[src/rtl/window_pkg.sv]
// Shared constants and types for the 3x3 window generator.
// The window index constants are row-major: top row first, left to right.
package window_pkg;

  localparam int DEF_PIX_W = 8;
  localparam int WIN_N     = 9;

  localparam int WIN_TL = 0;
  localparam int WIN_TC = 1;
  localparam int WIN_TR = 2;
  localparam int WIN_ML = 3;
  localparam int WIN_MC = 4;
  localparam int WIN_MR = 5;
  localparam int WIN_BL = 6;
  localparam int WIN_BC = 7;
  localparam int WIN_BR = 8;

  typedef logic [DEF_PIX_W-1:0] pixel_t;

endpackage

[src/rtl/line_buffer.sv]
// One row of pixel history: a single read/write address, combinational read of
// the old contents and a write of the new value on the same edge (read-before-write).
module line_buffer #(
  parameter int DEPTH = 64,
  parameter int WIDTH = 8
) (
  input  logic                     clk,
  input  logic                     we,
  input  logic [$clog2(DEPTH)-1:0] addr,
  input  logic [WIDTH-1:0]         wdata,
  output logic [WIDTH-1:0]         rdata
);

  logic [WIDTH-1:0] mem_q [DEPTH];

  // Contents are deliberately not reset; the window valid flag hides stale rows.
  always_ff @(posedge clk) begin
    if (we) begin
      mem_q[addr] <= wdata;
    end
  end

  assign rdata = mem_q[addr];

endmodule

[src/rtl/window_gen_3x3.sv]
// Raster pixel stream to 3x3 neighbourhood for the Sobel filter.
// Optional build macro WIN_POS_EN adds win_x/win_y centre-coordinate outputs.
module window_gen_3x3
  import window_pkg::*;
#(
  parameter int IMG_W = 64,
  parameter int IMG_H = 64,
  parameter int PIX_W = DEF_PIX_W
) (
  input  logic                     clk,
  input  logic                     rst,
  input  logic                     refresh,
  input  logic [PIX_W-1:0]         pix_in,
  input  logic                     pix_valid,
  output logic [PIX_W-1:0]         win0,
  output logic [PIX_W-1:0]         win1,
  output logic [PIX_W-1:0]         win2,
  output logic [PIX_W-1:0]         win3,
  output logic [PIX_W-1:0]         win4,
  output logic [PIX_W-1:0]         win5,
  output logic [PIX_W-1:0]         win6,
  output logic [PIX_W-1:0]         win7,
  output logic [PIX_W-1:0]         win8,
`ifdef WIN_POS_EN
  output logic [$clog2(IMG_W)-1:0] win_x,
  output logic [$clog2(IMG_H)-1:0] win_y,
`endif
  output logic                     win_valid,
  output logic                     frame_done
);

  localparam int XW = $clog2(IMG_W);
  localparam int YW = $clog2(IMG_H);
  localparam logic [XW-1:0] X_LAST = XW'(IMG_W - 1);
  localparam logic [YW-1:0] Y_LAST = YW'(IMG_H - 1);

  logic [XW-1:0]    x_q, x_d;
  logic [YW-1:0]    y_q, y_d;
  logic [PIX_W-1:0] win_q [WIN_N];
  logic [PIX_W-1:0] win_d [WIN_N];
  logic             win_valid_q, win_valid_d;
  logic             frame_done_q, frame_done_d;
  logic             accept;
  logic [PIX_W-1:0] lb0_rd;
  logic [PIX_W-1:0] lb1_rd;
`ifdef WIN_POS_EN
  logic [XW-1:0]    win_x_q, win_x_d;
  logic [YW-1:0]    win_y_q, win_y_d;
`endif

  // refresh always wins over a coincident pixel
  assign accept = pix_valid & ~refresh;

  // lb0 holds row y-1; its old value cascades into lb1 (row y-2)
  line_buffer #(.DEPTH(IMG_W), .WIDTH(PIX_W)) u_lb0 (
    .clk   (clk),
    .we    (accept),
    .addr  (x_q),
    .wdata (pix_in),
    .rdata (lb0_rd)
  );

  line_buffer #(.DEPTH(IMG_W), .WIDTH(PIX_W)) u_lb1 (
    .clk   (clk),
    .we    (accept),
    .addr  (x_q),
    .wdata (lb0_rd),
    .rdata (lb1_rd)
  );

  always_comb begin
    x_d          = x_q;
    y_d          = y_q;
    win_d        = win_q;
    win_valid_d  = 1'b0;
    frame_done_d = 1'b0;
`ifdef WIN_POS_EN
    win_x_d      = win_x_q;
    win_y_d      = win_y_q;
`endif
    if (refresh) begin
      x_d = '0;
      y_d = '0;
    end else if (accept) begin
      for (int r = 0; r < 3; r++) begin
        win_d[r*3]     = win_q[r*3 + 1];
        win_d[r*3 + 1] = win_q[r*3 + 2];
      end
      win_d[WIN_TR] = lb1_rd;
      win_d[WIN_MR] = lb0_rd;
      win_d[WIN_BR] = pix_in;

      win_valid_d = (x_q >= XW'(2)) && (y_q >= YW'(2));
`ifdef WIN_POS_EN
      if (win_valid_d) begin
        win_x_d = x_q - XW'(1);
        win_y_d = y_q - YW'(1);
      end
`endif
      if (x_q == X_LAST) begin
        x_d = '0;
        if (y_q == Y_LAST) begin
          y_d          = '0;
          frame_done_d = 1'b1;
        end else begin
          y_d = y_q + YW'(1);
        end
      end else begin
        x_d = x_q + XW'(1);
      end
    end
  end

  always_ff @(posedge clk) begin
    if (rst) begin
      x_q          <= '0;
      y_q          <= '0;
      win_valid_q  <= 1'b0;
      frame_done_q <= 1'b0;
      for (int k = 0; k < WIN_N; k++) begin
        win_q[k] <= '0;
      end
`ifdef WIN_POS_EN
      win_x_q      <= '0;
      win_y_q      <= '0;
`endif
    end else begin
      x_q          <= x_d;
      y_q          <= y_d;
      win_valid_q  <= win_valid_d;
      frame_done_q <= frame_done_d;
      win_q        <= win_d;
`ifdef WIN_POS_EN
      win_x_q      <= win_x_d;
      win_y_q      <= win_y_d;
`endif
    end
  end

  assign win0       = win_q[WIN_TL];
  assign win1       = win_q[WIN_TC];
  assign win2       = win_q[WIN_TR];
  assign win3       = win_q[WIN_ML];
  assign win4       = win_q[WIN_MC];
  assign win5       = win_q[WIN_MR];
  assign win6       = win_q[WIN_BL];
  assign win7       = win_q[WIN_BC];
  assign win8       = win_q[WIN_BR];
  assign win_valid  = win_valid_q;
  assign frame_done = frame_done_q;
`ifdef WIN_POS_EN
  assign win_x      = win_x_q;
  assign win_y      = win_y_q;
`endif

endmodule

[config.mk]
export PLATFORM = sky130hd
export DESIGN_NAME = window_gen_3x3
export DESIGN_NICKNAME = d
export VERILOG_FILES = /design/src/rtl/window_pkg.sv /design/src/rtl/line_buffer.sv /design/src/rtl/window_gen_3x3.sv
export SDC_FILE = /design/constraint.sdc
export NUM_CORES = 1
export LEC_CHECK = 0
export BUFFER_PORTS_ARGS = -buffer_cell sky130_fd_sc_hd__buf_2
export CORE_AREA = 2 2 385 387
export DETAILED_ROUTE_END_ITERATION = 8
export DIE_AREA = 0 0 387 389
export PLACE_DENSITY = 0.43
export SYNTH_ARGS = -nofsm -noshare
export SYNTH_HDL_FRONTEND = slang
export SYNTH_HIERARCHICAL = 1
export SYNTH_SLANG_ARGS = --single-unit
export TNS_END_PERCENT = 1
[constraint.sdc]
create_clock -name clk -period 4.8 [get_ports clk]
set_clock_uncertainty 0.1 [all_clocks]
set_input_delay 0.24 -clock clk [delete_from_list [all_inputs] [get_ports clk]]
set_output_delay 0.24 -clock clk [all_outputs]
set_load 0.03 [all_outputs]
==> reports/results.ini, run 1 <==
[status]
status=complete, no violations

[timing]
max_freq_mhz=244
worst_slack_ns=0.703
max_slew_margin_pct=21.4
tightest_slew_ns=1.18
finalHoldViolCount=0
setup_tns_ns=0
period_needed_ns=4.10
finalCritPeriodShare_pct=85.4
drv_slew=0
rsz0062_at_grt=no
finalSetupViolCount=0
whs_ns=0.109

[min_path]
hold_path_class=input port to register

[clocking]
cts.clk_slew.worst_paths_ns=0.06
cts_tree=built
cts_htree_levels=3
postCtsSetupBuffers=0
post_cts_resized=0
clockBufferDepth=3
clockRootBuffer=clkbuf_16
clock_sinks=1110
numCtsBuffers=116
cts_hold_buf=3
clkLatencyLatePin_ns=0.74

[cells_and_area]
area_delta_synth_final_pct=16.8
nNetsFinal=2946
fillers=13900
layout-drive-gt1-share_pct=18.8
design_area_um2=51100
regArea_um2=32500
n_antenna_cell=0
final_util_pct=34.8
multi_input_area_um2=10300

[routing]
first_pass_iters=6
wire_per_inst_um=27.0
drc_errors=0
drtIter0Drc=2485
routed_wl_um=134000
vias_per_cell=5.21
ant_nets=0
vias=25800

[critical_path]
arrival_ns=4.40
crit_family=simple AND/OR/NAND/NOR gates
crit_path_start_kind=register
path_class=register to register
cp_num_buf_inv=1
path_cells=nor2b_1 > a22oi_1 > and3_1 > o311ai_0 > or4_2 > buf_4
path_max_fanout=65
max_stage_delay_ns=0.88
cp_data_required_time_ns=5.11
endpoint_kind=register
crit_slowest_cell=o311ai_0

[job]
drv_cap=0

[synth]
synthArstFlopShare_pct=0
synth_area_per_cell_um2=16.1
synth_area_um2=43700
synth_ff_type=edfxtp_1
synth_cell_types=66
yosys_warnings=6
synth-seq-cells=1110
ys_seq_area_share_pct=74.2
synthCells=2718
synth_edf_count=1024
syn_nets=2734

[placed_design]
place.gp.congestion=0.857
place_area_um2=47300
post-place-ws_ns=0.731
portBuffers=85
dpl.hpwl_um=84400

[grt]
grt_max_degree=99
gr-total-overflow=0
grt_pass1_vias=26000
antenna_found_initial=2
grt_pass1_wl_um=194000
grt_usage_pct=17.5

[power_and_ir_drop]
p_leak_nw=16.1
ir_drop_v=0.000267
power_density_nw_per_um2=396

[floorplanning]
num_rows=141
fp.dieArea_um2=151000
core-area_um2=147000
die_h_um=389
initial_core_util_pct=29.8
fp.dieW_um=387
ios=86

synthesized netlist by cell type (6+ instances only):
cell type  number  area share (%)
a211o_1         6            0.12
a211oi_1       13            0.22
a21o_1          8            0.14
a21oi_1       131             1.5
a221o_1        22            0.50
a221oi_1       42            0.84
a222oi_1        6            0.14
a22o_1         20            0.40
a22oi_1        80             1.4
a31oi_1        30            0.43
a32oi_1        14            0.28
and2_1         20            0.29
and3_1         19            0.27
and4_1         12            0.24
buf_1          12            0.10
buf_2          68            0.78
buf_4          13            0.22
buf_6          11            0.28
clkbuf_1       85            0.73
dfxtp_1        86             3.9
edfxtp_1     1024              70
inv_1          10           0.086
mux2_1         14            0.36
mux2_2         10            0.26
mux2i_1       126             2.9
mux4_2         82             4.2
nand2_1       240             2.1
nand2b_1       49            0.70
nand3_1        19            0.22
nand3b_1       24            0.41
nand4_1        10            0.14
nor2_1        173             1.5
nor2b_1        16            0.23
nor3b_1         6            0.10
nor4_1          9            0.13
o21ai_0        18            0.21
o221ai_1       18            0.36
o22a_1         22            0.44
o22ai_1        44            0.63
o2bb2ai_1      14            0.28
o31ai_1        11            0.19
o32ai_1         6            0.12
or3b_2         10            0.20
or4_1           7            0.12
logic make-up (layout without fill, tap and decap cells):
logic type      after synthesis  count (layout)  synth area share (%)
compound gates              527             527                  8.57
mux                         232             232                  7.72
xor+xnor                      7               7                 0.140
flops                      1110            1110                  74.2
buf+inv                     199             511                  2.20
fa+ha+maj                     4               4                 0.114
simple gates                639             639                  7.02
cell type report:
class | count | area share [%]
Clock buffer | 151 | 6.00
Clock inverter | 67 | 1.30
Inverter | 10 | 0.0759
Multi-Input combinational cell | 1409 | 20.2
Sequential cell | 1110 | 63.6
Tap cell | 1930 | 4.73
Timing Repair Buffer | 283 | 4.08
cell usage in the layout, fill, tap and decap left out, types with 12 or more instances in the layout:
master / instances
clkinv_1: 24
clkbuf_1: 32
nand2_1: 240
a221o_1: 22
buf_12: 13
and2_1: 20
mux2_1: 14
o2bb2ai_1: 14
clkbuf_16: 116
a32oi_1: 14
a221oi_1: 42
mux4_2: 82
edfxtp_1: 1024
nor2_1: 169
o22ai_1: 44
nand3_1: 19
a31oi_1: 30
buf_2: 85
nor2b_1: 14
o22a_1: 22
and3_1: 19
a22o_1: 20
mux2i_1: 126
nand2b_1: 48
and4_1: 12
o21ai_0: 18
a21oi_1: 131
a22oi_1: 80
a211oi_1: 13
o221ai_1: 18
buf_4: 182
dfxtp_1: 83
clkinv_2: 20
nand3b_1: 24
sequential cells by signal, summed over array words and instances, names as in the netlist:
name / cells
frame_done: 1
win5: 8
win_valid: 1
win1: 8
win4: 8
u_lb1/mem_q: 512
win6: 8
win7: 8
y_q: 6
x_q: 6
win3: 8
win8: 8
win0: 8
u_lb0/mem_q: 512
win2: 8
stage by stage:
stage          power, W  instances
2_1_floorplan    0.0112       2718
3_3_place_gp     0.0116       4739
3_5_place_dp     0.0116       4739
4_1_cts          0.0205       4960
5_1_grt          0.0209       4960
6_report         0.0202       4960
tightest hold or removal path, cell delays in order:
cell and delay [ns]:
buf_2 0.09, buf_4 0.36, a21oi_1 0.21
final timing paths:
check	start	endpoint	slack (ns)	cells past startpoint
setup / recovery	x_q[2]	u_lb1/mem_q[25][1]	0.70	6
hold / removal	rst	win6[3]	0.11	3
setup reg to reg	x_q[2]	u_lb1/mem_q[25][1]	0.70	6
hold reg to reg	win3[2]	win3[2]	0.35	2
metal layers:
metal,GRT usage [%],routed length [um]
met1,23.3,57300
met2,29.6,66100
met3,2.72,6770
met4,4.82,3600
met5,0,18
where the power goes:
part | internal (W) | total, W | switching [W]
clock network | 0.00509 | 0.00888 | 0.00379
logic | 0.000184 | 0.000716 | 0.000532
registers | 0.0106 | 0.0106 | 0.0000258
(Power assumes the default switching activity.)
==> run 2: changes to the inputs <==
Clock period 4.8 ns to 5.3 ns, I/O delays scaled along.
==> reports/results.ini, run 2 (synthesis results as in run 1) <==
[cells_and_area]
top_regs=u_lb0/mem_q x512, u_lb1/mem_q x512  ; unchanged
fillers=13900  ; about the same
design_area_um2=50600  ; was 51,100 um2
nNetsFinal=2864  ; was 2,946
final_common_cell=edfxtp_1  ; unchanged
area_delta_synth_final_pct=15.7  ; was 16.8%
final_cell_mix=edfxtp_1, nand2_1, nor2_1, a21oi_1, mux2i_1  ; was edfxtp_1, nand2_1, buf_4, nor2_1, a21oi_1
layout-drive-gt1-share_pct=16.9  ; was 18.8%
n_antenna_cell=0  ; unchanged

[critical_path]
cp_data_required_time_ns=5.86  ; was 5.11 ns
crit_slowest_cell=o311ai_0  ; unchanged
max_stage_delay_ns=0.99  ; was 0.88 ns
crit_path_start_kind=register  ; unchanged
arrival_ns=5.00  ; was 4.40 ns
path_max_fanout=63  ; was 65
r2r_slack_ns=0.85  ; was 0.70 ns
path_class=register to register  ; unchanged
path_cells=and2_1 > a22oi_1 > and3_1 > o311ai_0 > or4_2 > buf_4 > nand2_1 > a21oi_1  ; was nor2b_1 > a22oi_1 > and3_1 > o311ai_0 > or4_2 > buf_4
endpoint_kind=register  ; unchanged

[timing]
max_freq_mhz=225  ; was 244 MHz
setup_tns_ns=0  ; unchanged
rsz0062_at_grt=no  ; unchanged
drv_slew=0  ; unchanged
finalSetupViolCount=0  ; unchanged
finalCritPeriodShare_pct=83.9  ; was 85.4%
tightest_slew_ns=1.29  ; was 1.18 ns
period_needed_ns=4.45  ; was 4.10 ns
finalHoldViolCount=0  ; unchanged
max_slew_margin_pct=13.6  ; was 21.4%

[routing]
drtIter0Drc=2368  ; was 2,485
routed_wl_um=131000  ; was 134,000 um
vias_per_cell=5.19  ; was 5.21
wire_per_inst_um=26.8  ; was 27.0 um
first_pass_iters=5  ; was 6
ant_nets=0  ; unchanged
vias=25300  ; was 25,800
drc_errors=0  ; unchanged

[placed_design]
dpl.hpwl_um=82300  ; was 84,400 um
place_area_um2=46700  ; was 47,300 um2
portBuffers=85  ; unchanged
place.gp.congestion=0.818  ; was 0.857

[power_and_ir_drop]
power_density_nw_per_um2=367  ; was 396 nW/um2
p_leak_nw=15.8  ; was 16.1 nW
ir_drop_v=0.000255  ; was 0.000267 V

[grt]
gr-total-overflow=0  ; unchanged
antenna_found_initial=1  ; was 2
grt_pass1_vias=25800  ; was 26,000
grt_usage_pct=17.0  ; was 17.5%
grt_pass1_wl_um=188000  ; was 194,000 um
grt_max_degree=90  ; was 99

[clocking]
cts.clk_slew.worst_paths_ns=0.06  ; about the same
clkLatencyLatePin_ns=0.73  ; was 0.74 ns
post_cts_resized=0  ; unchanged
cts_htree_levels=3  ; unchanged
clockBufferDepth=3  ; unchanged
cts_tree=built  ; unchanged
clockRootBuffer=clkbuf_16  ; unchanged
numCtsBuffers=115  ; was 116
clock_sinks=1110  ; unchanged
postCtsSetupBuffers=0  ; unchanged

[floorplanning]
num_rows=141  ; unchanged
fp.dieArea_um2=151000  ; unchanged
ios=86  ; unchanged
fp.dieW_um=387  ; unchanged
initial_core_util_pct=29.8  ; unchanged
core-area_um2=147000  ; unchanged
die_h_um=389  ; unchanged

[min_path]
hold_path_class=input port to register  ; unchanged

[status]
status=complete, no violations  ; unchanged

[job]
drv_cap=0  ; unchanged

## run 2: worst paths after layout
kind / start / to / depth (start not counted)
max: x_q[1] / win5[3] / 8
min: pix_in[5] / win8[5] / 4
max reg2reg: x_q[1] / win5[3] / 8
min reg2reg: win7[6] / win6[6] / 2
## run 2: per-stage QoR
stage	setup slack, ns	hold WS, ns	power, W	std cells	util, %
finish	0.855	0.0959	0.0186	4875	34.5
global route	0.780	0.137	0.0192	4875	34.5
CTS	0.915	0.0906	0.0188	4875	34.5
detailed placement	0.920	0.344	0.0105	4659	31.9
global placement	0.957	0.340	0.0105	4659	31.9
floorplan	1.55	0.260	0.0101	2718	-
## run 2: where the power goes
part           leakage, nW  internal, W  total, W  switching, W
Combinational         3.95     0.000161  0.000630      0.000469
Clock                 1.90      0.00488   0.00833       0.00345
Sequential            9.91      0.00961   0.00964     0.0000295
Total                 15.8       0.0147    0.0186       0.00395
## run 2: layout make-up
class	count	area [um2]	area share, %
sequential	1110	32500	64.2
multi-input combinational	1409	10300	20.4
clock buffer	135	2960	5.85
tap	1930	2410	4.77
timing repair buffer	202	1470	2.91
clock inverter	79	926	1.83
inverter	10	38.8	0.0766
## run 2: timing repair
action                                  4_1_cts  5_1_grt
hold buffers                                  2        0
endpoints found under the setup margin        0        0
endpoints found under the hold margin         4        0
## run 2: critical path, delay by kind of cell, from the launching register on
family,cells,cell delay [ns]
AO/OA/AOI/OAI,3,1.34
buffers and inverters,1,0.33
AND/OR/NAND/NOR,4,1.50
flip-flops,1,0.90
## run 2: per-layer routing
metal | global-route usage (%) | vias up | share of wire (%)
met5 | 0 | - | 0
met2 | 29.5 | 744 | 50
met3 | 2.63 | 202 | 4.7
met4 | 4.79 | 0 | 2.6
met1 | 22.1 | 13300 | 42
li1 | - | 11000 | -
